==> src/rtl/div_seq_pkg.sv <==
// Shared types and sizing for the divider step sequencer.
// The optional SEQ_LOOP_EN build adds continuous looping of the step table.
package div_seq_pkg;

  localparam int STEPS   = 8;
  localparam int LIMIT_W = 21;
  localparam int DUR_W   = 16;
  localparam int AW      = $clog2(STEPS);

  typedef enum logic [1:0] {S_IDLE, S_RUN, S_DONE} seq_state_t;

  typedef struct packed {
    logic [LIMIT_W-1:0] limit;
    logic [DUR_W-1:0]   dur;
  } step_t;

  // Countdown preload: a step programmed with duration 0 still plays for one cycle.
  function automatic logic [DUR_W-1:0] dur_preload(input logic [DUR_W-1:0] dur);
    return (dur == '0) ? '0 : dur - DUR_W'(1);
  endfunction

  // Index of the final step to play; oversize requests clamp to the table depth.
  function automatic logic [AW-1:0] last_index(input logic [AW:0] num);
    logic [AW:0] n;
    n = (num > (AW+1)'(STEPS)) ? (AW+1)'(STEPS) : num;
    n = n - (AW+1)'(1);
    return n[AW-1:0];
  endfunction

endpackage

==> src/rtl/div_seq_if.sv <==
// Control/table bus between a controller (master) and the step sequencer (slave).
// With SEQ_LOOP_EN defined the bus carries an extra loop request.
interface div_seq_if;
  import div_seq_pkg::*;

  logic               step_we;
  logic [AW-1:0]      step_addr;
  logic [LIMIT_W-1:0] step_limit;
  logic [DUR_W-1:0]   step_dur;
  logic [AW:0]        num_steps;
  logic               start;
  logic               abort;
`ifdef SEQ_LOOP_EN
  logic               loop;
`endif
  logic [LIMIT_W-1:0] limit;
  logic               div_en;
  logic               busy;
  logic               done;
  logic [AW-1:0]      cur_step;

  modport master (
`ifdef SEQ_LOOP_EN
    output loop,
`endif
    output step_we, step_addr, step_limit, step_dur, num_steps, start, abort,
    input  limit, div_en, busy, done, cur_step
  );

  modport slave (
`ifdef SEQ_LOOP_EN
    input  loop,
`endif
    input  step_we, step_addr, step_limit, step_dur, num_steps, start, abort,
    output limit, div_en, busy, done, cur_step
  );

endinterface

==> src/rtl/div_seq_table.sv <==
// Step table: register file with a synchronous gated write port and an asynchronous read port.
module div_seq_table
  import div_seq_pkg::*;
#(
  parameter int DEPTH  = STEPS,
  parameter int ADDR_W = AW
)(
  input  logic              clk_20k,
  input  logic              we,
  input  logic [ADDR_W-1:0] waddr,
  input  step_t             wdata,
  input  logic [ADDR_W-1:0] raddr,
  output step_t             rdata
);

  step_t mem [DEPTH];

  // Contents are deliberately left out of reset; the controller rewrites the table as needed.
  always_ff @(posedge clk_20k) begin
    if (we) begin
      mem[waddr] <= wdata;
    end
  end

  assign rdata = mem[raddr];

endmodule

==> src/rtl/div_seq_ctrl.sv <==
// Plays a programmed table of {limit, duration} steps into a clock divider's limit input.
// Define SEQ_LOOP_EN to let the loop request wrap the last step back to step 0.
module div_seq_ctrl
  import div_seq_pkg::*;
(
  input logic      clk_20k,
  input logic      reset,
  div_seq_if.slave bus
);

  seq_state_t         state, state_nxt;
  logic [AW-1:0]      cur_step, cur_step_nxt;
  logic [AW-1:0]      last_step, last_step_nxt;
  logic [AW-1:0]      rd_addr, next_idx;
  logic [DUR_W-1:0]   dur_cnt, dur_cnt_nxt;
  logic [LIMIT_W-1:0] limit_q, limit_nxt;
  logic               loop_en;
  logic               tbl_we;
  logic               run_o;
  logic               done_o;
  step_t              rd_step;
  step_t              wr_step;

`ifdef SEQ_LOOP_EN
  assign loop_en = bus.loop;
`else
  assign loop_en = 1'b0;
`endif

  // Table writes are only accepted while nothing is playing.
  assign tbl_we   = bus.step_we && (state != S_RUN);
  assign wr_step  = {bus.step_limit, bus.step_dur};
  assign next_idx = cur_step + AW'(1);

  div_seq_table #(
    .DEPTH  (STEPS),
    .ADDR_W (AW)
  ) u_table (
    .clk_20k (clk_20k),
    .we      (tbl_we),
    .waddr   (bus.step_addr),
    .wdata   (wr_step),
    .raddr   (rd_addr),
    .rdata   (rd_step)
  );

  always_ff @(posedge clk_20k or posedge reset) begin
    if (reset) begin
      state     <= S_IDLE;
      cur_step  <= '0;
      last_step <= '0;
      dur_cnt   <= '0;
      limit_q   <= '0;
    end else begin
      state     <= state_nxt;
      cur_step  <= cur_step_nxt;
      last_step <= last_step_nxt;
      dur_cnt   <= dur_cnt_nxt;
      limit_q   <= limit_nxt;
    end
  end

  // Next step is loaded on the same edge the current one expires, so steps abut without a gap.
  always_comb begin
    state_nxt     = state;
    cur_step_nxt  = cur_step;
    last_step_nxt = last_step;
    dur_cnt_nxt   = dur_cnt;
    limit_nxt     = limit_q;
    rd_addr       = next_idx;
    unique case (state)
      S_IDLE: begin
        rd_addr = '0;
        if (bus.start && (bus.num_steps != '0)) begin
          state_nxt     = S_RUN;
          cur_step_nxt  = '0;
          last_step_nxt = last_index(bus.num_steps);
          dur_cnt_nxt   = dur_preload(rd_step.dur);
          limit_nxt     = rd_step.limit;
        end
      end
      S_RUN: begin
        if (bus.abort) begin
          state_nxt = S_IDLE;
        end else if (dur_cnt != '0) begin
          dur_cnt_nxt = dur_cnt - DUR_W'(1);
        end else if (cur_step != last_step) begin
          cur_step_nxt = next_idx;
          dur_cnt_nxt  = dur_preload(rd_step.dur);
          limit_nxt    = rd_step.limit;
        end else if (loop_en) begin
          rd_addr      = '0;
          cur_step_nxt = '0;
          dur_cnt_nxt  = dur_preload(rd_step.dur);
          limit_nxt    = rd_step.limit;
        end else begin
          state_nxt = S_DONE;
        end
      end
      S_DONE: begin
        state_nxt = S_IDLE;
      end
      default: begin
        state_nxt = S_IDLE;
      end
    endcase
  end

  always_comb begin
    run_o  = 1'b0;
    done_o = 1'b0;
    unique case (state)
      S_RUN:   run_o  = 1'b1;
      S_DONE:  done_o = 1'b1;
      default: ;
    endcase
  end

  assign bus.limit    = limit_q;
  assign bus.div_en   = run_o;
  assign bus.busy     = run_o;
  assign bus.done     = done_o;
  assign bus.cur_step = cur_step;

endmodule

==> src/flat_wrapper.sv <==
// flat-port wrapper written by rule: the top's interface ports become plain ports
module div_seq_ctrl_flat import div_seq_pkg::*;
  (clk_20k, reset, bus_step_we, bus_step_addr, bus_step_limit, bus_step_dur, bus_num_steps, bus_start, bus_abort, bus_limit, bus_div_en, bus_busy, bus_done, bus_cur_step);
  div_seq_if bus_i ();
  input logic clk_20k;
  input logic reset;
  input wire logic [$bits(bus_i.step_we)-1:0] bus_step_we;
  input wire logic [$bits(bus_i.step_addr)-1:0] bus_step_addr;
  input wire logic [$bits(bus_i.step_limit)-1:0] bus_step_limit;
  input wire logic [$bits(bus_i.step_dur)-1:0] bus_step_dur;
  input wire logic [$bits(bus_i.num_steps)-1:0] bus_num_steps;
  input wire logic [$bits(bus_i.start)-1:0] bus_start;
  input wire logic [$bits(bus_i.abort)-1:0] bus_abort;
  output wire logic [$bits(bus_i.limit)-1:0] bus_limit;
  output wire logic [$bits(bus_i.div_en)-1:0] bus_div_en;
  output wire logic [$bits(bus_i.busy)-1:0] bus_busy;
  output wire logic [$bits(bus_i.done)-1:0] bus_done;
  output wire logic [$bits(bus_i.cur_step)-1:0] bus_cur_step;
  assign bus_i.step_we = bus_step_we;
  assign bus_i.step_addr = bus_step_addr;
  assign bus_i.step_limit = bus_step_limit;
  assign bus_i.step_dur = bus_step_dur;
  assign bus_i.num_steps = bus_num_steps;
  assign bus_i.start = bus_start;
  assign bus_i.abort = bus_abort;
  assign bus_limit = bus_i.limit;
  assign bus_div_en = bus_i.div_en;
  assign bus_busy = bus_i.busy;
  assign bus_done = bus_i.done;
  assign bus_cur_step = bus_i.cur_step;
  div_seq_ctrl u_core (.clk_20k(clk_20k), .reset(reset), .bus(bus_i));
endmodule
==> config.mk <==
export PLATFORM = sky130hd
export DESIGN_NAME = div_seq_ctrl_flat
export DESIGN_NICKNAME = d
export VERILOG_FILES = /design/src/rtl/div_seq_pkg.sv /design/src/rtl/div_seq_if.sv /design/src/rtl/div_seq_table.sv /design/src/rtl/div_seq_ctrl.sv /design/src/flat_wrapper.sv
export SDC_FILE = /design/constraint.sdc
export NUM_CORES = 1
export LEC_CHECK = 0
export ABC_CLOCK_PERIOD_IN_PS = 5200
export CAP_MARGIN = 40
export CORE_ASPECT_RATIO = 0.9
export CORE_UTILIZATION = 45
export DETAILED_ROUTE_END_ITERATION = 6
export PLACE_DENSITY = 0.66
export SLEW_MARGIN = 20
export SYNTH_ARGS = -nofsm -noshare
export SYNTH_HDL_FRONTEND = slang
export SYNTH_HIERARCHICAL = 1
export SYNTH_SLANG_ARGS = --single-unit
==> constraint.sdc <==
create_clock -name clk_20k -period 5.2 [get_ports clk_20k]
set_clock_uncertainty 0.2 [all_clocks]
set_input_delay 1.04 -clock clk_20k [delete_from_list [all_inputs] [get_ports clk_20k]]
set_output_delay 1.04 -clock clk_20k [all_outputs]
set_load 0.03 [all_outputs]
Word level (Yosys, flattened, before mapping)
Memories as Yosys holds them, arrays and structs flattened.
Index checks and enable logic that the tools add are counted.
Widths: inputs -> output; s select.
{"block": "totals", "inputBits": 49, "memories": 1, "output_inout_bits": 27, "ramBits": 296, "word_cells": 60, "regBits": 45}
{"memory": "u_core.u_table.mem", "depth": 8, "width": 37, "rd": 1, "rd_clocked_by_memory_dff": 0, "write_ports": 1, "line": "div_seq_table.sv:16", "rtl": "step_t mem [DEPTH];"}
{"block": "classes", "eq_ne": 11, "add_sub_neg": 4, "n_reduce_logical": 11, "magnitude_cmp": 1, "n_mux": 27}
{"op": "$mux 21", "count": 4}
{"op": "$mux 16", "count": 5}
{"op": "$pmux 21 s2", "count": 1}
{"op": "$pmux 16 s2", "count": 1}
{"op": "$sub 16x1->16 const B", "count": 2}
{"op": "$mux 3", "count": 6}
{"op": "$logic_not 16->1", "count": 1}
{"op": "$reduce_bool 16->1", "count": 1}
{"op": "$mux 2", "count": 4}
{"op": "$ne 2x1->1 const B", "count": 3}
{"op": "$ne 3x3->1 const B", "count": 2}
{"op": "$pmux 3 s2", "count": 1}
{"op": "$reduce_and 5->1", "count": 1}
{"op": "$gt 4x4->1 const B", "count": 1}
{"op": "$mux 1", "count": 4}
{"op": "$ne 2x2->1 const B", "count": 2}
{"op": "$pmux 2 s2", "count": 1}
{"op": "$reduce_and 4->1", "count": 1}
{"op": "$reduce_bool 4->1", "count": 1}
{"op": "$add 3x1->3 const B", "count": 1}
{"op": "$ne 3x1->1 const B", "count": 1}
{"op": "$ne 3x3->1", "count": 1}
{"op": "$reduce_and 3->1", "count": 1}
{"op": "$sub 3x1->3 const B", "count": 1}
{"op": "6 further kinds", "count": 7}

Depth between registers and ports, before layout
Gate-level depths: netlist of run 1.
An unclocked memory read counts as a cell.
{"block": "logic_depth", "word_depth": 9, "mapped_depth": 16, "depth_no_buf": 13}

Modules after synthesis
The synthesis of run 1 kept the hierarchy.
{"mod": "div_seq_table", "cells_each": 440, "seq_area_each_um2": 8888.5, "area_each_um2": 11165.7, "instances": 1}
{"mod": "div_seq_ctrl", "cells_each": 270, "seq_area_each_um2": 1126.1, "area_each_um2": 2635.0, "instances": 1}

Worst setup path after synthesis of run 1
OpenSTA, ideal clock, no wires.
{"block": "synth_timing", "kind": "input to register", "startpoint": "in bus_step_we", "endpoint": "mem u_core/u_table/mem[0][0] (netlist name), enable pin", "n_path_buf": 0, "setup_slack_ns": 0.716, "stages": 3, "arrival_ns": 3.806, "setup_time_ns": 0.478, "cell_sequence": "and2_1 nand2b_1 nor3_1"}
{"block": "synth_between", "elab_chain_len": 3}
{"element": "start, declared", "line": "flat_wrapper.sv:7", "rtl": "input wire logic [$bits(bus_i.step_we)-1:0] bus_step_we;"}
{"element": "$logic_and 1x1->1", "line": "div_seq_ctrl.sv:31", "rtl": "assign tbl_we = bus.step_we && (state != S_RUN);"}
{"element": "$mux 1", "line": "div_seq_table.sv:20", "rtl": "if (we) begin"}
{"element": "$mux 1 (not written as such)", "line": "div_seq_table.sv:21", "rtl": "mem[waddr] <= wdata;"}
{"element": "end, declared", "line": "div_seq_table.sv:16"}
No other way between the ends.

==> results.md, run 1 <==
- The flow ran to the end, and the final reports show no timing, DRC or antenna violations.
- TritonCTS built the clock tree.
- The HPWL reported at the end of detailed placement is 15,700 um.
- Summing every instance area after synthesis gives 13,800 um2.
- The number of routed nets with antenna violations is 0.
- The number of ports placed on the die boundary is 76.
- In this run the tool buffered the top-level ports with 75 buffer cells.
- The met1 usage in global routing is 24.6%.
- The area fraction in compound gates after synthesis is 2.67%.
- The final cell area excluding filler cells is 16,200 um2.
- The number of synthesis warnings is 6.
- The critical register-to-register path startpoint is u_core/state[0]$_DFFE_PP0P_.
- The number of clock sinks seen by CTS is 341.
- The most common cell after layout, fill and taps aside is sky130_fd_sc_hd__edfxtp_1.
- The initial utilization of the core area, before any placement, comes to 46.0%.
- The width of the chip is 187 um.
- The register bit count reported by yosys is 341.
- For this run, the total global-route usage over all layers was measured as 18.2%.
- At the end of the flow, the number of nets in the layout was 864.
- The routing usage on met2 is 30.0%.
- The maximum number of pins on one net before global-route repair is 75.
- The endpoint of the worst register-to-register path is u_core/dur_cnt[15]$_DFFE_PP0P_.
- The total power density per cell area is 411 nW/um2.
- The number of nets produced by synthesis is 764.
- The sequential-to-total area share from yosys stat is 72.6%.
- The area fraction of the dominant cell type after synthesis is 64.4%.
- In the final layout, the multi-input gates occupy 3610 um2.
- After detailed routing, the average wire length per cell comes to 22.2 um.
- The number of optimization iterations in the first detailed-route pass is 5.
- Counting flops with a built-in enable in the synthesized netlist gives 296.
- The global routing met3 resource utilization is 3.59%.
- The path category of the worst min-delay check is reg2reg.
- The source of the worst hold timing path is u_core/bus.limit[20]$_DFFE_PP0P_.
- The count of pins over their slew limit is 0.
- The worst setup slack for register-to-register paths is 1.34 ns.
- The minimum period implied by the final worst setup slack is 3.86 ns.
- The relative max-transition margin is 48.7%.
- In this design, the stage delay of the slowest critical-path cell is 0.51 ns.
- The number of global-route vias before repair was 7,267.
- The initialized floorplan defines 60 standard-cell rows.
- Summed over all layers, the global routing overflow is 0.
- Leaving out fill and tap cells, the most frequent cells in the layout are 296 x sky130_fd_sc_hd__edfxtp_1, 75 x sky130_fd_sc_hd__clkdlybuf4s50_1, 74 x sky130_fd_sc_hd__mux4_2, 45 x sky130_fd_sc_hd__dfrtp_1, 42 x sky130_fd_sc_hd__mux2_2.
- The number of filler cells placed in the layout is 2,366.
- The H-tree was split into 2 levels.
- The post-synthesis mux area share is 17.5%.
- Setup repair after global routing left no endpoint under its margin.
- VDD sags by at most 0.291 mV.
- After synthesis, the mean cell area works out to 19.4 um2.
- After Yosys synthesis, and, or, nand and nor cells account for 4.00% of the synthesized area.
- Once the clock tree was built, the setup fixing pass inserted 0 buffers.
- Max-cap violations in this run came to 0.
- The main combinational cell family by area after synthesis is multiplexers.
- For the worst setup path, the data arrival time is 4.08 ns.
- The count of endpoints failing setup in the final report is 0.
- Along the worst hold path, the cell count comes to 1.
- Wires add up to 27,500 um.
- For this run, the leading register cell type out of synthesis is sky130_fd_sc_hd__edfxtp_1.
- The share of the clock period used by the worst path after layout is 74.3%.
- The post-CTS clock slew at the launch and capture registers of the worst setup and hold paths is 0.06 ns.
- Summing all flip-flop and latch instances after layout gives 10,000 um2.
- The core region is 30,000 um2.
- Across all hold checks on the routed design, the worst slack comes to 0.290 ns.
- The number of hold-slack violations in the final timing report is 0.
- The layer with the highest usage after global routing is met2.
- The DRC violation count after routing is 0.
- The vias after detailed routing is 6,889.
- At the later pin of the worst-skew pair, clock insertion delay measures 0.51 ns.
- The cell class contributing the biggest share of worst-path delay is simple AND/OR/NAND/NOR gates.
- After Yosys synthesis, XOR and XNOR cells account for 1.02% of the synthesized area.
- For this run, asynchronously set or reset flops after synthesis account for 13.2%.
- The count of buffer and inverter cells on the critical path is 1.
- The synthesized instance count is 710.
- The type of destination of the critical path is a flip-flop.
- The synthesized netlist devotes 0.453% of its cell area to adder and majority cells.
- In the routed layout, each cell is associated on average with a via count of 5.56.
- The actual transition at the worst max-transition pin is 0.767 ns.
- The die covers 31,400 um2.
- The repair_antennas step left the layout with diodes totalling 0.
- The category of the worst setup path launch point is a flip-flop.
- The accumulated negative setup slack is 0 ns.
- Summing all placed instances gives a cell area of 15,100 um2.
- The first global-routing pass estimated 42,900 um of wire.
- Post-CTS repair changed the size of 0 cells.
- Relative to the synthesized area, the layout overhead comes to 17.6%.
- Along the worst path, the maximum fanout reaches 74.
- The initial antenna violation count is 1.
- Timing would allow up to 259 MHz.
- The cell sitting at the root of the clock tree is a sky130_fd_sc_hd__clkbuf_16.
- The path with the worst hold slack has its endpoint at u_core/bus.limit[20]$_DFFE_PP0P_.
- The cell count of the worst reg-to-reg path is 11.
- The final total power is 0.00666 W.
- The die extent in y is 168 um.
- The most area-hungry cell type in the Yosys netlist is sky130_fd_sc_hd__edfxtp_1.
- The proportion of layout cells with a drive suffix above 1 is 25.5%.
- The DRC marker count from the first detailed-route iteration is 606.
- The number of hold-repair buffers added at the cts stage is 0.
- Data on the critical path is required at its endpoint by 5.42 ns.
- The startpoint-to-endpoint class of the critical path is reg2reg.
- Walking the worst path, the cells encountered are nor2_1 > nor2_4 > buf_12 > mux4_2 > mux2_2 > nor4_1 > nand3b_1 > nor4_1 > xor2_1 > a22oi_1 > o21ai_0.
- The final weighted congestion in routability-driven placement is 0.850.
- The number of distinct library cells after synthesis is 49.
- The slowest stage cell on the critical path is sky130_fd_sc_hd__nor2_1.
- The maximum clock path buffer count is 3.
- The analysis attributes to cell leakage a power of 5.26 nW.
- Sorting the synthesized cells by area gives the leading types as sky130_fd_sc_hd__edfxtp_1 64%, sky130_fd_sc_hd__mux4_2 12%, sky130_fd_sc_hd__dfrtp_1 8.2%, sky130_fd_sc_hd__mux2_2 3.4%, sky130_fd_sc_hd__mux2_4 1.1%.
- The most numerous cell on the critical path is sky130_fd_sc_hd__nor4_1.
- The TritonCTS buffer count is 35.
flip-flops by register name, indices dropped and copies added (netlist names):
register             flops
u_core/u_table/mem     296
u_core/bus.limit        21
u_core/state             2
u_core/bus.cur_step      3
u_core/last_step         3
u_core/dur_cnt          16
synth_stat cells (2+ instances only):
cell type / n
sky130_fd_sc_hd__nor4_1: 9
sky130_fd_sc_hd__nand4_1: 2
sky130_fd_sc_hd__and3_1: 2
sky130_fd_sc_hd__mux2_1: 8
sky130_fd_sc_hd__or4_4: 2
sky130_fd_sc_hd__mux2_2: 42
sky130_fd_sc_hd__buf_2: 9
sky130_fd_sc_hd__a32oi_1: 2
sky130_fd_sc_hd__o21ai_1: 2
sky130_fd_sc_hd__nor2_1: 37
sky130_fd_sc_hd__a2bb2oi_1: 2
sky130_fd_sc_hd__nor3_1: 16
sky130_fd_sc_hd__o21ai_0: 21
sky130_fd_sc_hd__clkbuf_1: 4
sky130_fd_sc_hd__buf_1: 4
sky130_fd_sc_hd__mux2_4: 10
sky130_fd_sc_hd__nand3b_1: 2
sky130_fd_sc_hd__mux2i_1: 3
sky130_fd_sc_hd__nand2b_1: 6
sky130_fd_sc_hd__a22oi_1: 7
sky130_fd_sc_hd__buf_6: 10
sky130_fd_sc_hd__edfxtp_1: 296
sky130_fd_sc_hd__ha_1: 5
sky130_fd_sc_hd__xnor2_1: 7
sky130_fd_sc_hd__nand2_1: 14
sky130_fd_sc_hd__xor2_1: 9
sky130_fd_sc_hd__a21oi_1: 21
sky130_fd_sc_hd__dfrtp_1: 45
sky130_fd_sc_hd__buf_4: 2
sky130_fd_sc_hd__nor3b_1: 4
sky130_fd_sc_hd__inv_1: 12
sky130_fd_sc_hd__nor2b_1: 4
sky130_fd_sc_hd__and2_1: 2
sky130_fd_sc_hd__mux4_2: 74
worst max-delay path by stage:
stage / start / endpoint / slack [ns] / depth (start not counted)
detailed placement: bus_num_steps[3] / u_core/bus.limit[16]$_DFFE_PP0P_ / 1.24 / 8
finish: u_core/state[0]$_DFFE_PP0P_ / u_core/dur_cnt[15]$_DFFE_PP0P_ / 1.34 / 11
global route: u_core/state[0]$_DFFE_PP0P_ / u_core/dur_cnt[15]$_DFFE_PP0P_ / 0.90 / 11
CTS: u_core/state[0]$_DFFE_PP0P_ / u_core/dur_cnt[15]$_DFFE_PP0P_ / 1.30 / 11
global placement: u_core/bus.cur_step[0]$_DFFE_PP0P_ / u_core/dur_cnt[1]$_DFFE_PP0P_ / 1.16 / 13
floorplan: bus_step_we / u_core/u_table/mem[0][0]$_DFFE_PP_ / 0.72 / 3
routing by layer:
layer	vias up	routed length, um
li1	3069	-
met1	3565	12000
met2	211	13200
met3	42	1670
met4	2	574
met5	-	13
final cells by class:
| class | instances | share of cell area (%) |
|---|---|---|
| timing repair buffer | 93 | 5.69 |
| clock buffer | 49 | 6.10 |
| tap | 403 | 3.11 |
| sequential | 341 | 61.7 |
| clock inverter | 14 | 0.840 |
| inverter | 12 | 0.278 |
| multi-input combinational | 327 | 22.3 |
report_power, final:
| part | internal, W | total, W | leakage (nW) | switching (W) |
|---|---|---|---|---|
| Clock | 0.00143 | 0.00242 | 0.549 | 0.000984 |
| Sequential | 0.00315 | 0.00326 | 3.21 | 0.000114 |
| Combinational | 0.000461 | 0.000983 | 1.50 | 0.000522 |
metrics by stage:
step	utilization, %	setup slack [ns]	instances
after floorplan	-	0.716	710
after global placement	50.2	1.16	1175
after detailed placement	50.3	1.24	1176
after CTS	54.0	1.30	1239
after global routing	54.0	0.904	1239
final	54.0	1.34	1239
cells by family after synthesis:
logic type,count (synthesis)
flops,341
buf+inv,42
xor+xnor,16
compound gates,62
simple gates,107
mux,137
fa+ha+maj,5
No activity file was read; power rests on OpenSTA's default activity.
==> run 2, diff against run 1 <==
--- a/config.mk
+++ b/config.mk
@@ -5,7 +5,7 @@
 export SDC_FILE = /design/constraint.sdc
 export NUM_CORES = 1
 export LEC_CHECK = 0
-export ABC_CLOCK_PERIOD_IN_PS = 5200
+export ABC_CLOCK_PERIOD_IN_PS = 3600
 export CAP_MARGIN = 40
 export CORE_ASPECT_RATIO = 0.9
 export CORE_UTILIZATION = 45
==> constraint.sdc (replaced) <==
create_clock -name clk_20k -period 3.6 [get_ports clk_20k]
set_clock_uncertainty 0.2 [all_clocks]
set_input_delay 0.72 -clock clk_20k [delete_from_list [all_inputs] [get_ports clk_20k]]
set_output_delay 0.72 -clock clk_20k [all_outputs]
set_load 0.03 [all_outputs]
==> results.md, run 2 (synthesis gave the netlist of run 1 again) <==
- The number of cells in the finished layout apart from fillers is 1,272 (+2.7%).
- The floorplan die area is 31,400 um2 (unchanged).
- The area of the core region came to 30,000 um2 (unchanged).
- The part of the power in registers is 47.3% (-1.6 points).
- The final weighted congestion in routability-driven placement is 0.862 (+1.4%).
- The number of H-tree levels came to 2 (unchanged).
- The DRC violation count after routing is 0 (unchanged).
- The DRC marker count from the first detailed-route iteration is 543 (-10%).
- The worst endpoint required time is 3.84 ns (-1.58 ns).
- The all-layer global routing usage came to 18.9% (+0.71 points).
- The leakage component of the power is 5.48 nW (+4.1%).
- The minimum period implied by the final worst setup slack is 3.43 ns (-0.430 ns).
- The proportion of layout cells with a drive suffix above 1 is 29.3% (+3.8 points).
- The vias after detailed routing is 7,063 (+2.5%).
- The internal power summed over all cells is 0.00751 W (+49%).
- The overall overflow remaining after global route is 0 (unchanged).
- STA classifies the critical path endpoint as a flip-flop.
- The number of optimization iterations in the first detailed-route pass is 4 (-1).
- The count of pins over their slew limit came to 0 (unchanged).
- The CTS tree is yes.
- The maximum resistive drop on vdd was 0.566 mV (+94%).
- The number of routed nets with antenna violations is 0 (unchanged).
- The area growth from synthesis to layout is 21.6%.
- The total power density per cell area was 594 nW/um2 (+45%).
- The number of hold-repair buffers added at the cts stage was 0 (unchanged).
- The post-CTS clock slew at the launch and capture registers of the worst setup and hold paths is 0.06 ns (about the same).
- The wire length per cell came to 22.8 um (+2.5%).
- The share of the clock period used by the worst path after layout is 95.3% (+21 points).
- The critical-path maximum fanout is 13 (-82%).
- The category of the worst setup path launch point is a flip-flop.
- The number of global-route vias before repair came to 7,503 (+3.2%).
- The run finished with clean final reports.
- The maximum clock path buffer count came to 3 (unchanged).
- The initial antenna violation count is 2 (+1).
- The number of placed cells counting well taps came to 1,190 (+1.2%).
- The cell sitting at the root of the clock tree is a sky130_fd_sc_hd__clkbuf_16.
- The path category of the worst min-delay check is reg2reg.
- The sequential cell area in the final layout came to 10,000 um2 (about the same).
- The share of total power consumed by net switching is 24.6% (+0.28 points).
- The data arrival time of the critical path came to 3.67 ns (-0.41 ns).
- The max-capacitance violation count is 0 (unchanged).
- The switching component of the power is 0.00245 W (+51%).
- The number of ports placed on the die boundary is 76 (unchanged).
- The die extent in y was 168 um (unchanged).
- The count of input and output buffers came to 75 (unchanged).
- The critical path is of the reg2reg type.
- The actual transition at the worst max-transition pin is 0.727 ns (-0.0404 ns).
- The final wirelength came to 29,000 um (+5.2%).
- Leaving out fill and tap cells, the most frequent cell in the layout is sky130_fd_sc_hd__edfxtp_1.
- The number of clock sinks seen by CTS is 341 (unchanged).
- The relative max-transition margin came to 51.6% (+2.8 points).
- The count of endpoints failing setup in the final report is 0 (unchanged).
- The fraction of power consumed by the clock network is 37.4% (+1.1 points).
- The HPWL reported at the end of detailed placement is 17,200 um (+9.1%).
- The vias per cell is 5.55 (-0.13%).
- The width of the chip came to 187 um (unchanged).
- The post-route worst hold slack was 0.283 ns (-0.00665 ns).
- The TritonCTS buffer count is 37 (+5.7%).
- The accumulated negative setup slack was 0 ns (unchanged).
- The fraction of the core area covered by cells at the end of the flow is 55.9% (+1.8 points).
- The net count of the finished layout is 893 (+3.4%).
- The area of combinational cells with multiple inputs came to 3680 um2 (+1.9%).
- The flip-flop count of the largest register, all copies and words added was 296 (unchanged).
- The initial core utilization came to 46.0% (unchanged).
- The maximum operating frequency is 291 MHz (+13%).
- The number of placement rows came to 60 (unchanged).
- The combinational group share of total power is 15.3% (+0.5 points).
- Setup repair after global routing left no endpoint under its margin.
- The source-to-sink clock delay at the later pin of the worst-skew pair is 0.52 ns (about the same).
- The maximum number of pins on one net before global-route repair is 38 (-49%).
- The number of filler cells placed in the layout came to 2,264 (-4.3%).
- The wire length of the first global-routing pass is 44,700 um (+4.0%).
- The most flop-heavy register is u_core/u_table/mem.
- The number of hold-slack violations in the final timing report came to 0 (unchanged).
- Leaving out fill and tap cells, the most frequent cells in the layout are 296 x sky130_fd_sc_hd__edfxtp_1, 75 x sky130_fd_sc_hd__clkdlybuf4s50_1, 74 x sky130_fd_sc_hd__mux4_2, 43 x sky130_fd_sc_hd__dfrtp_1, 42 x sky130_fd_sc_hd__mux2_2.
-- run 2: cell type report --
| type | instances | area share (%) |
|---|---|---|
| flip-flops and latches | 341 | 59.7 |
| multi-input cells | 327 | 22.0 |
| repair buffers | 120 | 7.83 |
| clock buffers | 46 | 5.85 |
| well taps | 403 | 3.01 |
| clock inverters | 21 | 1.35 |
| inverters | 12 | 0.269 |
| diodes | 2 | 0.0298 |
-- run 2: through the flow --
stage,setup slack (ns),power (W),instance area (um2)
6_report,0.168,0.00996,16800
2_1_floorplan,0.0195,0.00572,13800
5_1_grt,0.0346,0.0103,16800
3_5_place_dp,0.0368,0.00627,15400
4_1_cts,0.000357,0.0100,16600
3_3_place_gp,0.158,0.00622,15400
-- run 2: worst max-delay path: stages, from the launching register on --
cell and delay (ns):
sky130_fd_sc_hd__dfrtp_2 0.42, sky130_fd_sc_hd__ha_1 0.23, sky130_fd_sc_hd__xnor2_2 0.16, sky130_fd_sc_hd__nor2_4 0.13, sky130_fd_sc_hd__buf_12 0.14, sky130_fd_sc_hd__buf_12 0.15, sky130_fd_sc_hd__mux4_2 0.31, sky130_fd_sc_hd__mux2_2 0.32
sky130_fd_sc_hd__nor4_4 0.30, sky130_fd_sc_hd__nand3b_1 0.23, sky130_fd_sc_hd__buf_4 0.21, sky130_fd_sc_hd__nor2_1 0.12, sky130_fd_sc_hd__xor2_1 0.22, sky130_fd_sc_hd__a22oi_1 0.09, sky130_fd_sc_hd__o21ai_1 0.13
-- run 2: power groups by stage --
stage               sequential, W  combinational, W  clock (W)
floorplan                 0.00495          0.000776          0
global placement          0.00477           0.00145          0
detailed placement        0.00479           0.00148          0
CTS                       0.00471           0.00149    0.00382
global route              0.00474           0.00163    0.00397
finish                    0.00471           0.00152    0.00373
-- run 2: what timing repair did --
action	4_1_cts	5_1_grt
buffers inserted	0	12
gates resized for setup	0	11
setup endpoints to repair	0	13
hold endpoints to repair	0	0
-- run 2: per-layer routing --
metal  GRT usage, %  up-vias  routed length, um
met2           30.8      190              14200
met4           6.09        0                618
met3           3.40       46               1510
met1           25.9     3690              12700
li1               -     3137                  -
met5              0        -                  0
-- run 2: final timing paths --
path	startpoint	to	slack [ns]	depth (start not counted)
min in group asynchronous	reset	u_core/state[1]$_DFFE_PP0P_	0.39	2
max in group asynchronous	reset	u_core/bus.limit[5]$_DFFE_PP0P_	2.25	3
worst max register to register	u_core/bus.cur_step[1]$_DFFE_PP0P_	u_core/dur_cnt[13]$_DFFE_PP0P_	0.17	14
worst max-delay path	u_core/bus.cur_step[1]$_DFFE_PP0P_	u_core/dur_cnt[13]$_DFFE_PP0P_	0.17	14
worst min-delay path	u_core/bus.limit[6]$_DFFE_PP0P_	u_core/bus.limit[6]$_DFFE_PP0P_	0.28	1
worst min register to register	u_core/bus.limit[6]$_DFFE_PP0P_	u_core/bus.limit[6]$_DFFE_PP0P_	0.28	1
==> run 3, diff against run 2 <==
--- a/config.mk
+++ b/config.mk
@@ -6,11 +6,13 @@
 export NUM_CORES = 1
 export LEC_CHECK = 0
 export ABC_CLOCK_PERIOD_IN_PS = 3600
-export CAP_MARGIN = 40
+export CAP_MARGIN = 20
 export CORE_ASPECT_RATIO = 0.9
 export CORE_UTILIZATION = 45
 export DETAILED_ROUTE_END_ITERATION = 6
-export PLACE_DENSITY = 0.66
+export DONT_BUFFER_PORTS = 1
+export HOLD_SLACK_MARGIN = 0.05
+export PLACE_DENSITY = 0.63
 export SLEW_MARGIN = 20
 export SYNTH_ARGS = -nofsm -noshare
 export SYNTH_HDL_FRONTEND = slang
==> results.md, run 3 (synthesis gave the netlist of run 1 again) <==
- Signal routing reaches up to met4.
- The root cell of the clock tree is sky130_fd_sc_hd__clkbuf_16.
- The proportion of layout cells with a drive suffix above 1 is 31.6% (+2.3 points).
- The wire length on met2 was 14,200 um (+0.33%).
- The post-route worst hold slack is 0.0789 ns (-0.204 ns).
- The maximum clock path buffer count is 3 (unchanged).
- The number of filler cells placed in the layout is 2,312 (+2.1%).
- The maximum resistive drop on vdd is 0.411 mV (-27%).
- The routed length on met3 is 1960 um (+30%).
- The wire length per cell is 23.9 um (+5.1%).
- The worst setup path is captured at a flip-flop.
- The worst endpoint required time was 3.84 ns (about the same).
- The maximum number of pins on one net before global-route repair came to 38 (unchanged).
- The HPWL reported at the end of detailed placement is 16,200 um (-5.7%).
- The vias per cell is 5.73 (+3.2%).
- The count of pins over their slew limit came to 0 (unchanged).
- The final wirelength is 28,600 um (-1.3%).
- The count of input and output buffers is 0 (-100%).
- The number of routed nets with antenna violations came to 0 (unchanged).
- The overall overflow remaining after global route is 0 (unchanged).
- The number of clock sinks seen by CTS is 341 (unchanged).
- The share of the clock period used by the worst path after layout came to 97.4% (+2.1 points).
- The critical-path maximum fanout is 8 (-5).
- TritonCTS built the clock tree.
- The DRC violation count after routing is 0 (unchanged).
- The number of ports placed on the die boundary is 76 (unchanged).
- The floorplan die area was 31,400 um2 (unchanged).
- The initial antenna violation count was 0 (-2).
- The width of the chip came to 187 um (unchanged).
- The category of the worst setup path launch point is a flip-flop.
- The count of endpoints failing setup in the final report is 0 (unchanged).
- The vias after detailed routing is 6,841 (-3.1%).
- The sequential cell area in the final layout was 10,000 um2 (unchanged).
- The flow ran to the end, and the final reports show no timing, DRC or antenna violations.
- Relative to the synthesized area, the layout overhead comes to 15.3%.
- The TritonCTS buffer count is 36 (-2.7%).
- The net count of the finished layout is 818 (-8.4%).
- Setup repair after global routing could not meet its margin everywhere.
- The wire length of the first global-routing pass was 43,200 um (-3.3%).
- The top cell types in the final layout, fill and taps aside, are 296 x sky130_fd_sc_hd__edfxtp_1, 74 x sky130_fd_sc_hd__mux4_2, 43 x sky130_fd_sc_hd__dfrtp_1, 40 x sky130_fd_sc_hd__mux2_2, 39 x sky130_fd_sc_hd__clkbuf_16.
- The area of combinational cells with multiple inputs came to 3740 um2 (+1.5%).
- The all-layer global routing usage came to 18.4% (-0.51 points).
- The leakage component of the power is 5.17 nW (-5.7%).
- The number of placement rows is 60 (unchanged).
- The post-CTS clock slew at the launch and capture registers of the worst setup and hold paths was 0.06 ns (about the same).
- The number of placed cells counting well taps was 1,115 (-6.3%).
- The minimum period implied by the final worst setup slack is 3.51 ns (+0.0740 ns).
- The die extent in y is 168 um (unchanged).
- By startpoint and endpoint, the worst setup path is classified as reg2reg.
- The number of hold-slack violations in the final timing report was 0 (unchanged).
- The actual transition at the worst max-transition pin was 0.792 ns (+0.0650 ns).
- The post-route met1 wirelength is 11,900 um (-6.0%).
- The count of inserted antenna diode cells is 0 (-2).
- The number of cells in the finished layout apart from fillers is 1,194 (-6.1%).
- The number of H-tree levels came to 2 (unchanged).
- The path class of the tightest hold or removal check is in2reg.
- The initial core utilization is 46.0% (unchanged).
- The fraction of the core area covered by cells at the end of the flow is 53.0% (-2.9 points).
- The flip-flop count of the largest register, all copies and words added is 296 (unchanged).
- The data arrival time of the critical path is 3.75 ns (+0.08 ns).
- The number of global-route vias before repair was 7,237 (-3.5%).
- The final weighted congestion in routability-driven placement is 0.847 (-1.7%).
- The relative max-transition margin is 47.2% (-4.3 points).
- The most common cell after layout, fill and taps aside is sky130_fd_sc_hd__edfxtp_1.
- The number of optimization iterations in the first detailed-route pass came to 5 (+1).
- The source-to-sink clock delay at the later pin of the worst-skew pair is 0.53 ns (about the same).
- The maximum operating frequency is 285 MHz (-2.1%).
- The area of the core region is 30,000 um2 (unchanged).
- The most flop-heavy register is u_core/u_table/mem.
- The total power density per cell area is 597 nW/um2 (+0.59%).
- The accumulated negative setup slack is 0 ns (unchanged).
- The DRC marker count from the first detailed-route iteration is 522 (-3.9%).
- The max-capacitance violation count was 0 (unchanged).
==> run 3: changes by cell type in the layout (fill, tap and decap cells not counted), moves of 3 or more <==
cell / previous run / this run
sky130_fd_sc_hd__buf_12: 15 / 4
sky130_fd_sc_hd__buf_4: 28 / 36
sky130_fd_sc_hd__clkbuf_1: 8 / 11
sky130_fd_sc_hd__clkdlybuf4s50_1: 75 / 0
sky130_fd_sc_hd__clkinv_2: 6 / 3
sky130_fd_sc_hd__clkinvlp_4: 6 / 1
sky130_fd_sc_hd__nor3_1: 13 / 10
==> run 3: power by group <==
| group | switching, W | internal [W] | total, W |
|---|---|---|---|
| logic | 0.000505 | 0.000489 | 0.000994 |
| clock network | 0.00148 | 0.00210 | 0.00358 |
| registers | 0.000385 | 0.00455 | 0.00493 |
| total | 0.00237 | 0.00713 | 0.00951 |
==> run 3: worst paths after layout <==
check	end	from	depth (start not counted)	slack, ns
min in group asynchronous	u_core/bus.limit[5]$_DFFE_PP0P_	reset	2	0.58
worst max-delay path	u_core/dur_cnt[15]$_DFFE_PP0P_	u_core/bus.cur_step[0]$_DFFE_PP0P_	13	0.09
worst min-delay path	u_core/u_table/mem[1][33]$_DFFE_PP_	bus_step_limit[17]	0	0.08
worst min register to register	u_core/last_step[0]$_DFFE_PP0P_	u_core/last_step[0]$_DFFE_PP0P_	1	0.34
worst max register to register	u_core/dur_cnt[15]$_DFFE_PP0P_	u_core/bus.cur_step[0]$_DFFE_PP0P_	13	0.09
max in group asynchronous	u_core/bus.limit[15]$_DFFE_PP0P_	reset	3	1.85
==> run 3: routing by layer <==
| layer | vias to the layer above | track usage, % |
|---|---|---|
| li1 | 2977 | - |
| met1 | 3616 | 24.1 |
| met2 | 201 | 30.8 |
| met3 | 47 | 4.29 |
| met4 | 0 | 5.27 |
| met5 | - | 0 |
==> run 3: critical path, cell delays in order (launching register included) <==
cell	delay [ns]
sky130_fd_sc_hd__dfrtp_2	0.45
sky130_fd_sc_hd__ha_4	0.19
sky130_fd_sc_hd__xnor2_4	0.13
sky130_fd_sc_hd__nor2_4	0.18
sky130_fd_sc_hd__buf_12	0.13
sky130_fd_sc_hd__clkbuf_16	0.15
sky130_fd_sc_hd__mux4_2	0.31
sky130_fd_sc_hd__mux2_4	0.33
sky130_fd_sc_hd__nor4_4	0.30
sky130_fd_sc_hd__nand3b_1	0.21
sky130_fd_sc_hd__nor4_2	0.24
sky130_fd_sc_hd__xor2_1	0.29
sky130_fd_sc_hd__a22oi_1	0.14
sky130_fd_sc_hd__o21ai_1	0.16
==> run 3: final cells by class <==
class | instances | share of cell area [%]
well taps | 403 | 3.17
inverters | 12 | 0.283
clock buffers | 50 | 6.25
flip-flops and latches | 341 | 63.0
clock inverters | 15 | 0.967
multi-input cells | 327 | 23.5
repair buffers | 46 | 2.89
==> run 3: timing repair <==
item / 4_1_cts / 5_1_grt
hold endpoints to repair: 24 / 0
endpoints found under the setup margin: 3 / 14
setup buffers: 0 / 10
gates cloned: 0 / 2
pin swaps: 0 / 10
gates resized for setup: 3 / 19
hold buffers: 2 / 0
==> run 3: through the flow <==
step	setup slack [ns]	area (um2)	power (W)
global placement	0.114	14500	0.00593
detailed placement	-0.0735	14500	0.00598
CTS	0.0204	15700	0.00957
finish	0.0935	15900	0.00951
floorplan	0.0195	13800	0.00572
global route	-0.0504	15900	0.00985
